$ cat config.mk
export PLATFORM = sky130hd
export DESIGN_NAME = pe_mac
export DESIGN_NICKNAME = d
export VERILOG_FILES = /design/src/rtl/pe_pkg.sv /design/src/rtl/pe_mac_dp.sv /design/src/rtl/pe_mac.sv
export SDC_FILE = /design/constraint.sdc
export NUM_CORES = 1
export LEC_CHECK = 0
export BUFFER_PORTS_ARGS = -buffer_cell sky130_fd_sc_hd__buf_2
export CORE_MARGIN = 5
export CORE_UTILIZATION = 50
export DETAILED_ROUTE_END_ITERATION = 8
export PLACE_DENSITY = 0.69
export SYNTH_ARGS = -nofsm -noshare
export SYNTH_HDL_FRONTEND = slang
export SYNTH_SLANG_ARGS = --single-unit
$ cat constraint.sdc
create_clock -name clk -period 15.55 [get_ports clk]
set_clock_uncertainty 0.15 [all_clocks]
set_input_delay 0.7775 -clock clk [delete_from_list [all_inputs] [get_ports clk]]
set_output_delay 0.7775 -clock clk [all_outputs]
set_load 0.02 [all_outputs]
$ cat src/rtl/pe_pkg.sv
// Shared constants, weight-buffer state encoding and the saturating adder
// used by the processing-element datapath.
package pe_pkg;

   localparam int DEF_DATA_W = 16;
   localparam int DEF_FRAC_W = 8;
   localparam int DEF_ACC_W  = 32;

   // Shadow weight register occupancy
   typedef enum logic {
      W_EMPTY = 1'b0,
      W_FULL  = 1'b1
   } wstate_t;

   // Adds two sign-extended operands and clamps the result to a signed
   // aw-bit range. ovf reports that clamping took place. Operands are
   // carried at 64 bits so one function serves any accumulator width up
   // to 62 bits; the sum of two aw-bit values always fits in aw+1 bits.
   function automatic logic signed [63:0] sat_add(
      input  logic signed [63:0] a,
      input  logic signed [63:0] b,
      input  int                 aw,
      output logic               ovf
   );
      logic signed [63:0] s, hi, lo;
      hi  = (64'sd1 <<< (aw - 1)) - 64'sd1;
      lo  = -hi - 64'sd1;
      s   = a + b;
      ovf = (s > hi) || (s < lo);
      if (s > hi)      return hi;
      else if (s < lo) return lo;
      else             return s;
   endfunction

endpackage

$ cat src/rtl/pe_mac_dp.sv
// Combinational signed fixed-point multiply, Q-realign and saturating
// accumulate. Holds no state so it can be shared with the bias unit.
module pe_mac_dp
   import pe_pkg::*;
#(
   parameter int DATA_W = DEF_DATA_W,
   parameter int FRAC_W = DEF_FRAC_W,
   parameter int ACC_W  = DEF_ACC_W   // must be >= 2*DATA_W-FRAC_W
) (
   input  logic signed [DATA_W-1:0] a,
   input  logic signed [DATA_W-1:0] w,
   input  logic signed [ACC_W-1:0]  sum_in,
   output logic signed [ACC_W-1:0]  sum_out,
   output logic                     sat
);

   logic signed [2*DATA_W-1:0] prod;
   logic signed [2*DATA_W-1:0] scaled;

   // Full-precision product, realigned to the Q format; the arithmetic
   // shift rounds toward negative infinity
   assign prod   = a * w;
   assign scaled = prod >>> FRAC_W;

   // Accumulate onto the incoming partial sum and clamp to ACC_W
   always_comb begin
      sat     = 1'b0;
      sum_out = ACC_W'(sat_add(64'(scaled), 64'(sum_in), ACC_W, sat));
   end

endmodule

$ cat src/rtl/pe_mac.sv
// Weight-stationary systolic PE: one-cycle MAC stage, double-buffered
// weights with a forwarded switch wave, and sticky error flags.
module pe_mac
   import pe_pkg::*;
#(
   parameter int DATA_W = DEF_DATA_W,
   parameter int FRAC_W = DEF_FRAC_W,
   parameter int ACC_W  = DEF_ACC_W
) (
   input  logic              clk,
   input  logic              reset_n,
   input  logic              valid_in,
   input  logic [DATA_W-1:0] input_in,
   input  logic [ACC_W-1:0]  sum_in,
   input  logic              load_weight,
   input  logic [DATA_W-1:0] weight_in,
   input  logic              switch_in,
   input  logic              clear_flags,
   output logic              valid_out,
   output logic [DATA_W-1:0] input_out,
   output logic [ACC_W-1:0]  sum_out,
   output logic [DATA_W-1:0] weight_out,
   output logic              switch_out,
   output logic              ovf,
   output logic              weight_err
);

   wstate_t           state_q, state_d;
   logic [DATA_W-1:0] w_act, w_act_d;
   logic [DATA_W-1:0] w_shd, w_shd_d;
   logic              err_set;
   logic [ACC_W-1:0]  mac_sum;
   logic              mac_sat;

   // The shadow register doubles as this column's weight shift chain
   assign weight_out = w_shd;

   pe_mac_dp #(
      .DATA_W (DATA_W),
      .FRAC_W (FRAC_W),
      .ACC_W  (ACC_W)
   ) u_dp (
      .a       (input_in),
      .w       (w_act),
      .sum_in  (sum_in),
      .sum_out (mac_sum),
      .sat     (mac_sat)
   );

   // Weight buffer next state: a switch promotes a full shadow, a load
   // refills it; a load in the same cycle leaves the shadow full again
   always_comb begin
      state_d = state_q;
      w_act_d = w_act;
      w_shd_d = w_shd;
      err_set = 1'b0;
      if (switch_in) begin
         if (state_q == W_FULL) begin
            w_act_d = w_shd;
            state_d = W_EMPTY;
         end else begin
            err_set = 1'b1;
         end
      end
      if (load_weight) begin
         w_shd_d = weight_in;
         state_d = W_FULL;
      end
   end

   // Weight buffer registers
   always_ff @(posedge clk or negedge reset_n) begin
      if (!reset_n) begin
         state_q <= W_EMPTY;
         w_act   <= '0;
         w_shd   <= '0;
      end else begin
         state_q <= state_d;
         w_act   <= w_act_d;
         w_shd   <= w_shd_d;
      end
   end

   // Pipeline stage; bubbles propagate as all-zero words
   always_ff @(posedge clk or negedge reset_n) begin
      if (!reset_n) begin
         valid_out  <= 1'b0;
         input_out  <= '0;
         sum_out    <= '0;
         switch_out <= 1'b0;
      end else begin
         valid_out  <= valid_in;
         input_out  <= valid_in ? input_in : '0;
         sum_out    <= valid_in ? mac_sum  : '0;
         switch_out <= switch_in;
      end
   end

   // Sticky flags; a set event outranks a clear in the same cycle
   always_ff @(posedge clk or negedge reset_n) begin
      if (!reset_n) begin
         ovf        <= 1'b0;
         weight_err <= 1'b0;
      end else begin
         ovf        <= (valid_in & mac_sat) | (ovf & ~clear_flags);
         weight_err <= err_set | (weight_err & ~clear_flags);
      end
   end

endmodule

==> reports/qor.yml <==
layout:
  register_area_sq_um: 2130
  final_util_pct: 55.7
  syn2layout_area_growth_pct: 9.41
  fillers: 2537
  multi_input_area_sq_um: 10800
  nNetsFinal: 2031
  drive_above_1_share_pct: 13.0
  final_area_sq_um: 15600
timing:
  setup_viol: 0
  rsz0062_at_grt: "no"
  max-slew-margin-rel_pct: 18.3
  tns_ns: 0
  hold_violations: 0
  period_share_pct: 65.6
  worstMarginPinSlew_ns: 1.23
  slew_viol_final: 0
  final.min_clock_period_ns: 10.21
  timing.fmax_ghz: 0.0980
yosys:
  yosysSeqAreaShare_pct: 14.9
  synthFlopType: "dfrtp_1"
  yosys_warnings: 0
  synthCells: 1483
  synth_edf_count: 0
  synth_most_common_cell: "inv_1"
  ys_top_cells_by_area: "fa_1, dfrtp_1, ha_1"
  synthTopCellsByCount: "inv_1, fa_1, nand2_1"
  synth_top_area_share_pct: 36.9
  async_flop_share_pct: 100
  synth_area_per_cell_sq_um: 9.60
  synth_nets: 1929
  synth-seq-cells: 85
  yosysTopAreaCell: "fa_1"
  synth_cell_type_count: 61
  syn_area_sq_um: 14200
floorplanning:
  dieArea_sq_um: 31900
  die_height_um: 179
  num_rows: 61
  io_pins: 138
  die-width_um: 179
  initial_core_util_pct: 50.9
  core_area_sq_um: 27900
setup_path:
  path_common_cell: "fa_1"
  cp_max_fo: 31
  start_kind: "flop"
  worstSetupPathType: "reg2reg"
  crit_required_ns: 15.55
  critPathMaxStageDelay_ns: 0.95
  crit_path_end_kind: "flop"
  worst_path_max_delay_cell: "o21ai_2"
  crit_arrival_ns: 10.21
min_path:
  hold_path.class: "in2async"
routing:
  drc: 0
  drtIter0Drc: 585
  wl_um: 35400
  vias_per_cell: 5.44
  firstDrtPassIters: 6
  vias: 10700
  ant_nets: 0
  detail_route.wl_per_cell_um: 18.0
clock_network:
  holdBufCountCts: 0
  clk_latency_ns: 0.35
  root_buffer: "clkbuf_16"
  htreeDepth: 3
  post_cts_resized: 0
  cts_setup_buffers: 0
  clockBufferDepth: 2
  clk_pin_slew_ns: 0.08
  cts_tree: "built"
  cts-buffers-inserted: 9
  cts_sinks: 85
global_routing:
  grtUsageMet1_pct: 29.7
  use_met3_pct: 2.32
  grt_use_total_pct: 23.4
  grt_antenna_before_repair: 4
  grt_pass1_vias: 11600
  globalRoute.totalOverflow: 0
  grt_max_degree: 63
  grt_pass1_wl_um: 58700
  use_met2_pct: 41.6
  busiest_layer: "met2"
run_status:
  outcome: "completed"
placement:
  numPortBuffers: 137
  place_area_sq_um: 15200
  dp_hpwl_um: 29100
  place.gp.congestion: 0.873
flow_run:
  maxCapViolCount: 0
-- worst paths after layout --
kind / from / endpoint / slack (ns) / cells after the start
min in group clk: state_q / weight_err / 0.34 / 1
worst max-delay path: w_act[3] / sum_out[29] / 5.34 / 28
max in group asynchronous: reset_n / w_act[13] / 13.94 / 2
worst max register to register: w_act[3] / sum_out[29] / 5.34 / 28
worst min-delay path: reset_n / sum_out[2] / 0.17 / 1
worst min register to register: state_q / weight_err / 0.34 / 1
-- worst max-delay path: cells and delay by family, from the launching register on --
family	cells	cell delay, ns
xor gates and xnor gates	1	0.72
AOI/OAI and AO/OA	7	2.44
buffers and inverters	4	0.20
and+or+nand+nor	8	2.03
DFF	1	0.71
adders and majority gates	8	3.76
-- cells by family after synthesis --
logic type	share of synthesized area (%)
flip-flops	14.9
XOR/XNOR	3.51
buffers and inverters	9.39
adder cells (fa/ha/maj)	46.9
multiplexers	2.53
AND/OR/NAND/NOR	13.7
AO/OA/AOI/OAI	9.01
-- flip-flops by register name (all words and copies together), names as in the netlist --
| signal | count |
|---|---|
| w_act | 16 |
| state_q | 1 |
| switch_out | 1 |
| sum_out | 32 |
| ovf | 1 |
| weight_err | 1 |
| input_out | 16 |
| valid_out | 1 |
| weight_out | 16 |
-- cell usage in the layout, fill, tap and decap left out, types with 22 or more instances in the layout --
| cell | Yosys | layout |
|---|---|---|
| o22ai_1 | 26 | 26 |
| inv_1 | 299 | 299 |
| xor2_1 | 23 | 23 |
| o21ai_0 | 27 | 27 |
| a21oi_1 | 56 | 56 |
| ha_1 | 114 | 114 |
| xnor2_1 | 34 | 34 |
| buf_2 | 6 | 136 |
| a21o_1 | 22 | 22 |
| dfrtp_1 | 85 | 85 |
| fa_1 | 262 | 262 |
| and2_1 | 136 | 136 |
| nand2_1 | 152 | 152 |
| nor2_1 | 40 | 40 |
| mux2_2 | 32 | 32 |
-- cell type report --
cell class                 count  area share, %
antenna                        3         0.0482
clock buffer                  10           1.53
clock inverter                 6          0.603
inverter                     299           7.21
multi-input combinational   1047           69.2
sequential                    85           13.7
tap                          378           3.04
timing repair buffer         143           4.71
-- stage by stage --
step	worst slack [ns]	cells	hold WS, ns
6_report	5.34	1971	0.171
5_1_grt	4.67	1971	0.189
3_5_place_dp	5.13	1952	0.337
2_1_floorplan	6.69	1483	0.305
4_1_cts	5.43	1968	0.165
3_3_place_gp	5.31	1952	0.322
-- layer usage --
| metal | vias to the layer above | wire length (um) |
|---|---|---|
| met1 | 5524 | 14300 |
| met5 | - | 0 |
| met2 | 305 | 18400 |
| met4 | 0 | 1320 |
| li1 | 4827 | - |
| met3 | 73 | 1350 |
Power is not shown: default switching activity piles up to over one toggle a cycle in this logic, so the estimate is an artifact.
